$ cat src/rtl/master_port_if.sv
// Request-side and serial-bus-side signals of master_port, bundled as one port.
// The master modport is the initiator's view; slave is the view of whatever drives it.
interface master_port_if #(
  parameter int ADDR_W = 15
);
  logic              M_REQ;
  logic              M_RW;
  logic [ADDR_W-1:0] M_ADDR;
  logic [7:0]        M_DIN;
  logic              M_READY;
  logic              M_DONE;
  logic [7:0]        M_DOUT;
  logic              M_ERR;
  logic              AD_SEL;
  logic              B_RW;
  logic              B_BUS_OUT;
  logic              B_BUS_IN;
  logic              B_ACK;

  modport master (
    input  M_REQ, M_RW, M_ADDR, M_DIN, B_BUS_IN, B_ACK,
    output M_READY, M_DONE, M_DOUT, M_ERR, AD_SEL, B_RW, B_BUS_OUT
  );

  modport slave (
    output M_REQ, M_RW, M_ADDR, M_DIN, B_BUS_IN, B_ACK,
    input  M_READY, M_DONE, M_DOUT, M_ERR, AD_SEL, B_RW, B_BUS_OUT
  );
endinterface

$ cat src/rtl/master_port.sv
// Serial bus initiator: shifts out a 15-bit address and a write byte LSB first,
// waits for the slave ACK with a timeout, and deserialises a read byte.
module master_port #(
  parameter int ADDR_W  = 15,
  parameter int TIMEOUT = 16,
  parameter int RD_LAT  = 1
) (
  input  logic          CLK,
  input  logic          RST,
  master_port_if.master bus
);
  localparam int CNT_W  = $clog2(ADDR_W) + 1;
  localparam int WAIT_W = $clog2(TIMEOUT + 1);

  localparam logic [CNT_W-1:0]  CNT_ONE   = CNT_W'(1);
  localparam logic [CNT_W-1:0]  ADDR_LAST = CNT_W'(ADDR_W);
  localparam logic [CNT_W-1:0]  BYTE_LAST = CNT_W'(8);
  localparam logic [CNT_W-1:0]  SKIP_LAST = CNT_W'(RD_LAT);
  localparam logic [WAIT_W-1:0] WAIT_MAX  = WAIT_W'(TIMEOUT);

  typedef enum logic [2:0] {
    IDLE, ADDR, WAIT_AACK, WDATA, WAIT_WACK, RSKIP, RDATA, FINISH
  } state_e;

  state_e            state_q, state_d;
  logic [ADDR_W-1:0] addr_sh_q, addr_sh_d;
  logic [7:0]        din_sh_q, din_sh_d;
  logic [7:0]        rd_sh_q, rd_sh_d;
  logic [7:0]        dout_q, dout_d;
  logic              rw_q, rw_d;
  logic [CNT_W-1:0]  bit_cnt_q, bit_cnt_d;
  logic [WAIT_W-1:0] wait_cnt_q, wait_cnt_d, wait_inc;
  logic              ad_sel_q, ad_sel_d;
  logic              b_rw_q, b_rw_d;
  logic              bus_out_q, bus_out_d;
  logic              done_q, done_d;
  logic              err_q, err_d;
  logic              timed_out;

  // Saturating wait count; the expiry test includes the current cycle.
  assign wait_inc  = (wait_cnt_q == WAIT_MAX) ? wait_cnt_q : wait_cnt_q + WAIT_W'(1);
  assign timed_out = (wait_inc == WAIT_MAX);

  always_comb begin
    // NOTE: every signal written here gets a default first, so no path can infer a latch.
    state_d    = state_q;
    addr_sh_d  = addr_sh_q;
    din_sh_d   = din_sh_q;
    rd_sh_d    = rd_sh_q;
    dout_d     = dout_q;
    rw_d       = rw_q;
    bit_cnt_d  = bit_cnt_q;
    wait_cnt_d = wait_cnt_q;
    ad_sel_d   = ad_sel_q;
    b_rw_d     = b_rw_q;
    bus_out_d  = 1'b0;
    done_d     = 1'b0;
    err_d      = 1'b0;

    unique case (state_q)
      IDLE: begin
        if (bus.M_REQ) begin
          state_d   = ADDR;
          addr_sh_d = bus.M_ADDR >> 1;
          bus_out_d = bus.M_ADDR[0];
          din_sh_d  = bus.M_DIN;
          rw_d      = bus.M_RW;
          b_rw_d    = bus.M_RW;
          ad_sel_d  = 1'b1;
          bit_cnt_d = CNT_ONE;
        end
      end
      ADDR: begin
        if (bit_cnt_q == ADDR_LAST) begin
          state_d    = WAIT_AACK;
          wait_cnt_d = '0;
        end else begin
          bus_out_d = addr_sh_q[0];
          addr_sh_d = addr_sh_q >> 1;
          bit_cnt_d = bit_cnt_q + CNT_ONE;
        end
      end
      WAIT_AACK: begin
        if (bus.B_ACK) begin
          wait_cnt_d = '0;
          bit_cnt_d  = '0;
          if (rw_q) begin
            state_d   = WDATA;
            bus_out_d = din_sh_q[0];
            din_sh_d  = din_sh_q >> 1;
            bit_cnt_d = CNT_ONE;
          end else begin
            state_d = (RD_LAT == 0) ? RDATA : RSKIP;
          end
        end else if (timed_out) begin
          state_d  = IDLE;
          ad_sel_d = 1'b0;
          b_rw_d   = 1'b0;
          err_d    = 1'b1;
        end else begin
          wait_cnt_d = wait_inc;
        end
      end
      WDATA: begin
        if (bit_cnt_q == BYTE_LAST) begin
          state_d    = WAIT_WACK;
          wait_cnt_d = '0;
        end else begin
          bus_out_d = din_sh_q[0];
          din_sh_d  = din_sh_q >> 1;
          bit_cnt_d = bit_cnt_q + CNT_ONE;
        end
      end
      WAIT_WACK: begin
        if (bus.B_ACK) begin
          state_d  = FINISH;
          ad_sel_d = 1'b0;
          b_rw_d   = 1'b0;
        end else if (timed_out) begin
          state_d  = IDLE;
          ad_sel_d = 1'b0;
          b_rw_d   = 1'b0;
          err_d    = 1'b1;
        end else begin
          wait_cnt_d = wait_inc;
        end
      end
      RSKIP: begin
        if (bit_cnt_q + CNT_ONE == SKIP_LAST) begin
          state_d   = RDATA;
          bit_cnt_d = '0;
        end else begin
          bit_cnt_d = bit_cnt_q + CNT_ONE;
        end
      end
      RDATA: begin
        // One trailing cycle after the eighth sample before FINISH.
        if (bit_cnt_q == BYTE_LAST) begin
          state_d  = FINISH;
          ad_sel_d = 1'b0;
          b_rw_d   = 1'b0;
        end else begin
          rd_sh_d   = {bus.B_BUS_IN, rd_sh_q[7:1]};
          bit_cnt_d = bit_cnt_q + CNT_ONE;
        end
      end
      FINISH: begin
        state_d = IDLE;
        done_d  = 1'b1;
        if (!rw_q) dout_d = rd_sh_q;
      end
      default: state_d = IDLE;
    endcase
  end

  // NOTE: state registers use non-blocking assignments so every flop samples pre-edge values.
  always_ff @(posedge CLK or posedge RST) begin
    if (RST) begin
      state_q    <= IDLE;
      addr_sh_q  <= '0;
      din_sh_q   <= '0;
      rd_sh_q    <= '0;
      dout_q     <= '0;
      rw_q       <= 1'b0;
      bit_cnt_q  <= '0;
      wait_cnt_q <= '0;
      ad_sel_q   <= 1'b0;
      b_rw_q     <= 1'b0;
      bus_out_q  <= 1'b0;
      done_q     <= 1'b0;
      err_q      <= 1'b0;
    end else begin
      state_q    <= state_d;
      addr_sh_q  <= addr_sh_d;
      din_sh_q   <= din_sh_d;
      rd_sh_q    <= rd_sh_d;
      dout_q     <= dout_d;
      rw_q       <= rw_d;
      bit_cnt_q  <= bit_cnt_d;
      wait_cnt_q <= wait_cnt_d;
      ad_sel_q   <= ad_sel_d;
      b_rw_q     <= b_rw_d;
      bus_out_q  <= bus_out_d;
      done_q     <= done_d;
      err_q      <= err_d;
    end
  end

  assign bus.M_READY   = (state_q == IDLE);
  assign bus.M_DONE    = done_q;
  assign bus.M_DOUT    = dout_q;
  assign bus.M_ERR     = err_q;
  assign bus.AD_SEL    = ad_sel_q;
  assign bus.B_RW      = b_rw_q;
  assign bus.B_BUS_OUT = bus_out_q;
endmodule
$ cat src/flat_wrapper.sv
// flat-port wrapper written by rule: the top's interface ports become plain ports
module master_port_flat 
#(
  parameter int ADDR_W  = 15,
  parameter int TIMEOUT = 16,
  parameter int RD_LAT  = 1
)
  (CLK, RST, bus_M_REQ, bus_M_RW, bus_M_ADDR, bus_M_DIN, bus_B_BUS_IN, bus_B_ACK, bus_M_READY, bus_M_DONE, bus_M_DOUT, bus_M_ERR, bus_AD_SEL, bus_B_RW, bus_B_BUS_OUT);
  master_port_if #(.ADDR_W(ADDR_W)) bus_i ();
  input  logic CLK;
  input  logic RST;
  input wire logic [$bits(bus_i.M_REQ)-1:0] bus_M_REQ;
  input wire logic [$bits(bus_i.M_RW)-1:0] bus_M_RW;
  input wire logic [$bits(bus_i.M_ADDR)-1:0] bus_M_ADDR;
  input wire logic [$bits(bus_i.M_DIN)-1:0] bus_M_DIN;
  input wire logic [$bits(bus_i.B_BUS_IN)-1:0] bus_B_BUS_IN;
  input wire logic [$bits(bus_i.B_ACK)-1:0] bus_B_ACK;
  output wire logic [$bits(bus_i.M_READY)-1:0] bus_M_READY;
  output wire logic [$bits(bus_i.M_DONE)-1:0] bus_M_DONE;
  output wire logic [$bits(bus_i.M_DOUT)-1:0] bus_M_DOUT;
  output wire logic [$bits(bus_i.M_ERR)-1:0] bus_M_ERR;
  output wire logic [$bits(bus_i.AD_SEL)-1:0] bus_AD_SEL;
  output wire logic [$bits(bus_i.B_RW)-1:0] bus_B_RW;
  output wire logic [$bits(bus_i.B_BUS_OUT)-1:0] bus_B_BUS_OUT;
  assign bus_i.M_REQ = bus_M_REQ;
  assign bus_i.M_RW = bus_M_RW;
  assign bus_i.M_ADDR = bus_M_ADDR;
  assign bus_i.M_DIN = bus_M_DIN;
  assign bus_i.B_BUS_IN = bus_B_BUS_IN;
  assign bus_i.B_ACK = bus_B_ACK;
  assign bus_M_READY = bus_i.M_READY;
  assign bus_M_DONE = bus_i.M_DONE;
  assign bus_M_DOUT = bus_i.M_DOUT;
  assign bus_M_ERR = bus_i.M_ERR;
  assign bus_AD_SEL = bus_i.AD_SEL;
  assign bus_B_RW = bus_i.B_RW;
  assign bus_B_BUS_OUT = bus_i.B_BUS_OUT;
  master_port #(.ADDR_W(ADDR_W), .TIMEOUT(TIMEOUT), .RD_LAT(RD_LAT)) u_core (.CLK(CLK), .RST(RST), .bus(bus_i));
endmodule
$ cat config.mk
export PLATFORM = sky130hd
export DESIGN_NAME = master_port_flat
export DESIGN_NICKNAME = d
export VERILOG_FILES = /design/src/rtl/master_port_if.sv /design/src/rtl/master_port.sv /design/src/flat_wrapper.sv
export SDC_FILE = /design/constraint.sdc
export NUM_CORES = 1
export LEC_CHECK = 0
export ABC_AREA = 1
export BUFFER_PORTS_ARGS = -buffer_cell sky130_fd_sc_hd__buf_2
export CORE_UTILIZATION = 40
export CTS_CLUSTER_DIAMETER = 100
export DETAILED_ROUTE_END_ITERATION = 10
export PLACE_DENSITY = 0.61
export SYNTH_ARGS = -nofsm -noshare
export SYNTH_HDL_FRONTEND = slang
export SYNTH_SLANG_ARGS = --single-unit
export TNS_END_PERCENT = 5
$ cat constraint.sdc
create_clock -name CLK -period 2.2 [get_ports CLK]
set_clock_uncertainty 0.15 [all_clocks]
set_input_delay 0.44 -clock CLK [delete_from_list [all_inputs] [get_ports CLK]]
set_output_delay 0.44 -clock CLK [all_outputs]
set_load 0.01 [all_outputs]
==> results of run 1 <==
[per-layer routing]
layer | share of wire (%) | up-vias
li1 | - | 1303
met1 | 49 | 1158
met2 | 45 | 44
met3 | 4.5 | 9
met4 | 1.7 | 0
met5 | 0 | -
[what timing repair did]
action,in CTS,in global routing
endpoints found under the setup margin,0,12
setup buffers,0,1
hold buffers,0,0
resized for setup,0,3
[power by group]
| part | leakage, µW | internal, µW | switching (µW) |
|---|---|---|---|
| logic | 0.000969 | 938 | 1580 |
| clock network | 0.0000774 | 406 | 410 |
| registers | 0.000713 | 1500 | 304 |
[per-stage QoR]
stage / setup slack, ns / hold slack, ns / power (µW)
after floorplan: 0.210 / 0.299 / 3680
after global placement: 0.265 / 0.315 / 4230
after detailed placement: 0.238 / 0.319 / 4280
after CTS: 0.0770 / 0.000175 / 5110
after global routing: 0.00686 / 0.00982 / 5720
final: 0.182 / -0.0188 / 5140
[cells in the mapped netlist (2+ instances only)]
library cell  count  share of area [%]
nand2_1         105                 13
dfrtp_1          57                 49
inv_1            41                5.3
nor2_1           29                3.7
o21ai_0          29                5.0
a21oi_1          16                2.7
nand3_1          15                2.6
a31oi_1          13                2.8
o21ai_1          12                2.1
inv_2             7               0.90
ha_1              6                2.6
nand2_2           6                1.3
clkbuf_1          4               0.51
nor2_4            4                1.5
o31ai_1           4                1.0
buf_4             3               0.77
nand4_1           3               0.64
nor2_2            3               0.64
nor3_1            2               0.34
xor2_1            2               0.60
[logic make-up (layout without fill, tap and decap cells)]
logic type,count (synthesis),after routing,synth area share (%)
xor gates and xnor gates,3,3,0.897
DFF,57,57,48.7
muxes,1,1,0.384
AOI/OAI and AO/OA,76,76,14.3
adders and majority gates,6,6,2.56
buffers and inverters,57,115,7.73
and+or+nand+nor,170,170,25.4
[sequential cells by signal, indices dropped and copies added (netlist names)]
name,flops
u_core.rd_sh_q,8
u_core.bus.M_DOUT,8
u_core.state_q,3
u_core.bus.B_BUS_OUT,1
u_core.rw_q,1
u_core.bus.M_ERR,1
u_core.wait_cnt_q,5
u_core.addr_sh_q,14
u_core.bus.B_RW,1
u_core.din_sh_q,8
u_core.bus.AD_SEL,1
u_core.bus.M_DONE,1
u_core.bit_cnt_q,5
[layout make-up]
type	count	area, µm²	area share (%)
Sequential cell	57	1430	41.1
Multi-Input combinational cell	256	1280	37.0
Timing Repair Buffer	51	303	8.72
Inverter	48	180	5.19
Clock buffer	13	139	4.00
Tap cell	96	120	3.46
Clock inverter	3	17.5	0.505
[worst min-delay path, cell delays in order]
cell and delay, ns:
buf_2 0.10, inv_2 0.06, buf_12 0.27
[how the worst min path moves through the flow]
stage	start	to	slack [ns]	cells after the start
after floorplan	u_core.rd_sh_q[0]$_DFFE_PP0P_	u_core.rd_sh_q[0]$_DFFE_PP0P_	0.30	2
after global placement	u_core.rd_sh_q[0]$_DFFE_PP0P_	u_core.rd_sh_q[0]$_DFFE_PP0P_	0.31	2
after detailed placement	u_core.bit_cnt_q[4]$_DFFE_PP0P_	u_core.bit_cnt_q[4]$_DFFE_PP0P_	0.32	2
after CTS	RST	u_core.bus.M_DOUT[0]$_DFFE_PP0P_	0.0002	3
after global routing	RST	u_core.addr_sh_q[7]$_DFFE_PP0P_	0.01	3
final	RST	u_core.bus.M_DOUT[0]$_DFFE_PP0P_	-0.02	3
==> results.py, run 1 <==
metrics = {
    "outcome": {
        "status": "complete, but fails checks",
        "failed_checks": "hold timing",
    },
    "detailed_routing": {
        "num_vias": 2514,
        "viasPerCell": 4.80,
        "routed_wirelength_um": 6010,
        "drt-initial-drc-count": 183,
        "routedWlPerCell_um": 11.5,
        "drc": 0,
        "dr.pass1.iters": 4,
        "ant_nets": 0,
    },
    "worst_setup_path": {
        "r2r_slack_ns": 0.26,
        "cp_slowest_stage_delay_ns": 0.49,
        "timing.rr.end": "u_core.wait_cnt_q[1]$_DFFE_PP0P_",
        "path_max_fanout": 9,
        "cp.buffers_inverters": 2,
        "critPathLaunch": "u_core.state_q[2]$_DFFE_PP0P_",
        "critPathKind": "flop to output port",
        "slowest_stage": "dfrtp_2",
        "critPathTopFamily": "flip-flops",
        "cp-end-kind": "output port",
        "reg2reg_depth": 10,
        "start_kind": "flop",
        "arrival_ns": 1.43,
        "crit_required_ns": 1.61,
        "critical_path_depth": 4,
        "reg2reg_from": "u_core.state_q[1]$_DFFE_PP0P_",
        "crit_chain": "nor2_1 > inv_2 > nor2_2 > buf_2",
        "endpoint": "bus_M_READY",
    },
    "floorplanning": {
        "die_w_um": 87.6,
        "die_h_um": 87.6,
        "ioPinCount": 43,
        "rows": 30,
        "initial_utilization_pct": 42.2,
        "die_area_mm2": 0.00767,
        "coreArea_mm2": 0.00694,
    },
    "grt": {
        "grt_max_degree": 58,
        "globalRouteMet2Util_pct": 27.6,
        "gr-usage-all-layers_pct": 18.2,
        "grt_util_met1_pct": 23.9,
        "antenna_found_initial": 0,
        "met3_usage_pct": 7.26,
        "top_usage_layer": "met2",
        "grt_pass1_vias": 2308,
        "grt_pass1_wl_um": 10500,
        "grt-ovfl-total": 0,
    },
    "synth": {
        "synth_cells": 370,
        "synth-seq-cells": 57,
        "yosysSeqAreaShare_pct": 48.7,
        "synth_edf_count": 0,
        "syn_area_per_cell_um2": 7.92,
        "synthArstFlopShare_pct": 100,
        "syn-cell-area_mm2": 0.00293,
        "yosysUniqueCellTypes": 29,
        "synthesis.nets": 405,
        "yosys_warnings": 0,
        "synthFlopType": "dfrtp_1",
    },
    "finish": {
        "fillers": 699,
        "fin_area_mm2": 0.00347,
        "area_growth_syn_to_layout_pct": 18.5,
        "final_common_cell": "nand2_1",
        "final_core_util_pct": 50.0,
        "fin_nets": 458,
        "final_cell_count_no_fill": 524,
        "mostFrequentLayoutCells": "nand2_1 (104), dfrtp_1 (56), buf_2 (42), inv_1 (40)",
        "drive_above_1_share_pct": 21.5,
        "diodes": 0,
    },
    "sta": {
        "hold_ws_ns": -0.0188,
        "min_period_ns": 2.02,
        "drv_slew": 0,
        "hold_viol": 12,
        "slew_headroom_pct": 79.6,
        "fin_crit_sh_pct": 91.7,
        "finalSetupTns_ns": 0,
        "rsz0062_at_grt": "no",
        "finalSetupViolCount": 0,
        "fmax_ghz": 0.495,
        "tightestPinTransition_ns": 0.307,
    },
    "power_and_ir_drop": {
        "vdd_drop_max_mv": 0.783,
        "power_density_mw_per_mm2": 1480,
        "p_leak_uw": 0.00176,
    },
    "clocking": {
        "cts_made_buffers": 9,
        "cts.sinks": 57,
        "clkTransAtPathRegs_ns": 0.07,
        "clock_path_buffers": 2,
        "cts_max_level": 3,
        "tritoncts": "built",
        "cts_root_buffer": "clkbuf_8",
        "clk_latency_ns": 0.34,
    },
    "placed_design": {
        "portBuffers": 42,
        "placed_cell_area_mm2": 0.00329,
        "hpwl_um": 4360,
        "place.gp.congestion": 0.852,
        "placed_cells": 507,
    },
    "run": {
        "cap_violations": 0,
    },
    "worst_hold_path": {
        "hold_path_class": "primary input to asynchronous set/reset pin",
    },
}
(Power assumes the default switching activity.)
==> inputs of run 2 (changes only) <==
--- a/config.mk
+++ b/config.mk
@@ -10,6 +10,7 @@
 export CORE_UTILIZATION = 40
 export CTS_CLUSTER_DIAMETER = 100
 export DETAILED_ROUTE_END_ITERATION = 10
+export HOLD_SLACK_MARGIN = 0.02
 export PLACE_DENSITY = 0.61
 export SYNTH_ARGS = -nofsm -noshare
 export SYNTH_HDL_FRONTEND = slang
==> constraint.sdc (replaced) <==
create_clock -name CLK -period 2.2 [get_ports CLK]
set_clock_uncertainty 0.15 [all_clocks]
set_input_delay 0.22 -clock CLK [delete_from_list [all_inputs] [get_ports CLK]]
set_output_delay 0.22 -clock CLK [all_outputs]
set_load 0.01 [all_outputs]
==> run 2 against run 1 <==
  * The run now ends clean
  * Non-clock buffer count grew 19
  * Maximum frequency rose by 2.5%
  * Sequential power is essentially flat
  * Count of clock-buffer cells in the layout shrank 1
  * Cell count grew 3.6%
  * Worst hold slack improved by 0.068 ns
  * Design area rose by 7.7%
  * Sequential cell count unchanged
==> results.py, run 2 (same netlist as run 1, synthesis figures left out) <==
metrics = {
    "outcome": {
        "status": "completed",
    },
    "sta": {
        "slew_headroom_pct": 71.5,
        "tightestPinTransition_ns": 0.427,
        "hold_ws_ns": 0.0494,
        "min_period_ns": 1.97,
        "fin_crit_sh_pct": 89.5,
        "finalSetupTns_ns": 0,
        "rsz0062_at_grt": "no",
        "fmax_ghz": 0.508,
        "drv_slew": 0,
        "finalSetupViolCount": 0,
        "fin_ws_ns": 0.231,
        "hold_viol": 0,
    },
    "grt": {
        "grt_pass1_wl_um": 10700,
        "grt_max_degree": 27,
        "grt_pass1_vias": 2330,
        "gr-usage-all-layers_pct": 18.4,
        "antenna_found_initial": 0,
        "grt-ovfl-total": 0,
    },
    "detailed_routing": {
        "viasPerCell": 4.76,
        "ant_nets": 0,
        "num_vias": 2583,
        "routedWlPerCell_um": 11.5,
        "drc": 0,
        "routed_wirelength_um": 6260,
        "dr.pass1.iters": 4,
        "drt-initial-drc-count": 237,
    },
    "worst_setup_path": {
        "cp-end-kind": "flop",
        "arrival_ns": 2.08,
        "crit_chain": "ha_1 > nand2_1 > nor2_1 > ha_1 > nand2_1 > nand2_1 > nor2_4 > buf_4 > nor2_1 > a31oi_1",
        "start_kind": "flop",
        "cp_slowest_stage_delay_ns": 0.41,
        "cpMostUsedCell": "nand2_1",
        "slowest_stage": "dfrtp_1",
        "critPathKind": "flop to flop",
        "path_max_fanout": 26,
        "crit_required_ns": 2.31,
    },
    "floorplanning": {
        "coreArea_mm2": 0.00694,
        "initial_utilization_pct": 42.2,
        "die_h_um": 87.6,
        "die_area_mm2": 0.00767,
        "die_w_um": 87.6,
        "rows": 30,
        "ioPinCount": 43,
    },
    "finish": {
        "final_core_util_pct": 53.8,
        "final_common_cell": "nand2_1",
        "fillers": 662,
        "fin_nets": 477,
        "largest_reg_flops": 14,
        "mostFrequentLayoutCells": "nand2_1 (105), dfrtp_1 (57), buf_2 (42), inv_1 (40)",
        "drive_above_1_share_pct": 20.6,
        "diodes": 0,
        "largest-register": "u_core.addr_sh_q",
        "final_cell_count_no_fill": 543,
        "area_growth_syn_to_layout_pct": 27.6,
    },
    "run": {
        "cap_violations": 0,
    },
    "placed_design": {
        "dp_slack_ns": 0.223,
        "portBuffers": 42,
        "placed_cells": 506,
        "place.gp.congestion": 0.866,
        "hpwl_um": 4390,
    },
    "clocking": {
        "clk_latency_ns": 0.34,
        "cts_root_buffer": "clkbuf_8",
        "cts.sinks": 57,
        "cts_made_buffers": 9,
        "cts_resized": 0,
        "clock_path_buffers": 2,
        "tritoncts": "built",
        "clkTransAtPathRegs_ns": 0.07,
        "cts_max_level": 3,
    },
    "power_and_ir_drop": {
        "vdd_drop_max_mv": 0.528,
        "p_leak_uw": 0.00189,
        "power_density_mw_per_mm2": 1500,
    },
    "worst_hold_path": {
        "hold_path_class": "primary input to flop",
    },
}
run 2: changes by cell type in the layout (fill, tap and decap cells not counted), sizes merged:
cell         before  now
dlygate4sd3       0   19
clkinvlp          1    0
clkinv            2    1
bufinv            0    3
clkbuf           13   12
run 2: layout make-up:
class	instances	area [µm²]	area share (%)
clock buffers	12	155	4.15
flip-flops and latches	57	1430	38.2
well taps	96	120	3.21
multi-input cells	256	1280	34.1
repair buffers	70	480	12.9
clock inverters	4	98.8	2.64
inverters	48	180	4.82
run 2: final timing paths:
check                                            startpoint                                to  slack (ns)  depth (start not counted)
max                         u_core.bit_cnt_q[0]$_DFFE_PP0P_  u_core.addr_sh_q[12]$_DFFE_PP0P_        0.23                         10
min                                            bus_M_DIN[5]    u_core.din_sh_q[5]$_DFFE_PP0P_        0.05                          5
max reg2reg                 u_core.bit_cnt_q[0]$_DFFE_PP0P_  u_core.addr_sh_q[12]$_DFFE_PP0P_        0.23                         10
min reg2reg                u_core.bus.M_DOUT[1]$_DFFE_PP0P_  u_core.bus.M_DOUT[1]$_DFFE_PP0P_        0.33                          2
max in group asynchronous                               RST   u_core.bit_cnt_q[1]$_DFFE_PP0P_        1.00                          4
min in group asynchronous                               RST  u_core.bus.M_DOUT[0]$_DFFE_PP0P_        0.27                          3
run 2: worst max-delay path, delay by kind of cell (launching register included):
family          cells  cell delay, ns
fa+ha+maj           2            0.45
compound gates      1            0.16
buf+inv             1            0.26
simple gates        6            0.46
flops               1            0.41
run 2: where the power goes:
group	switching, µW	internal [µW]
clock network	428	817
logic	1580	964
registers	298	1500
run 2: per-stage QoR:
stage / cell area (µm²) / power (µW)
6_report: 3740 / 5590
5_1_grt: 3740 / 6130
4_1_cts: 3710 / 5540
3_5_place_dp: 3270 / 4240
3_3_place_gp: 3270 / 4210
2_1_floorplan: 2930 / 3680
run 2: timing repair:
item                       in CTS  in global routing
hold endpoints to repair       37                  0
hold buffers                   19                  0
setup endpoints to repair       0                  4
setup buffers                   0                  2
run 2: routing by layer:
layer	vias up	share of wire (%)	routed length, µm	GRT usage, %
li1	1343	-	-	-
met1	1171	49	3060	24.3
met2	62	45	2830	28.0
met3	7	5.2	326	5.84
met4	0	0.62	39	7.90
met5	-	0	0	0
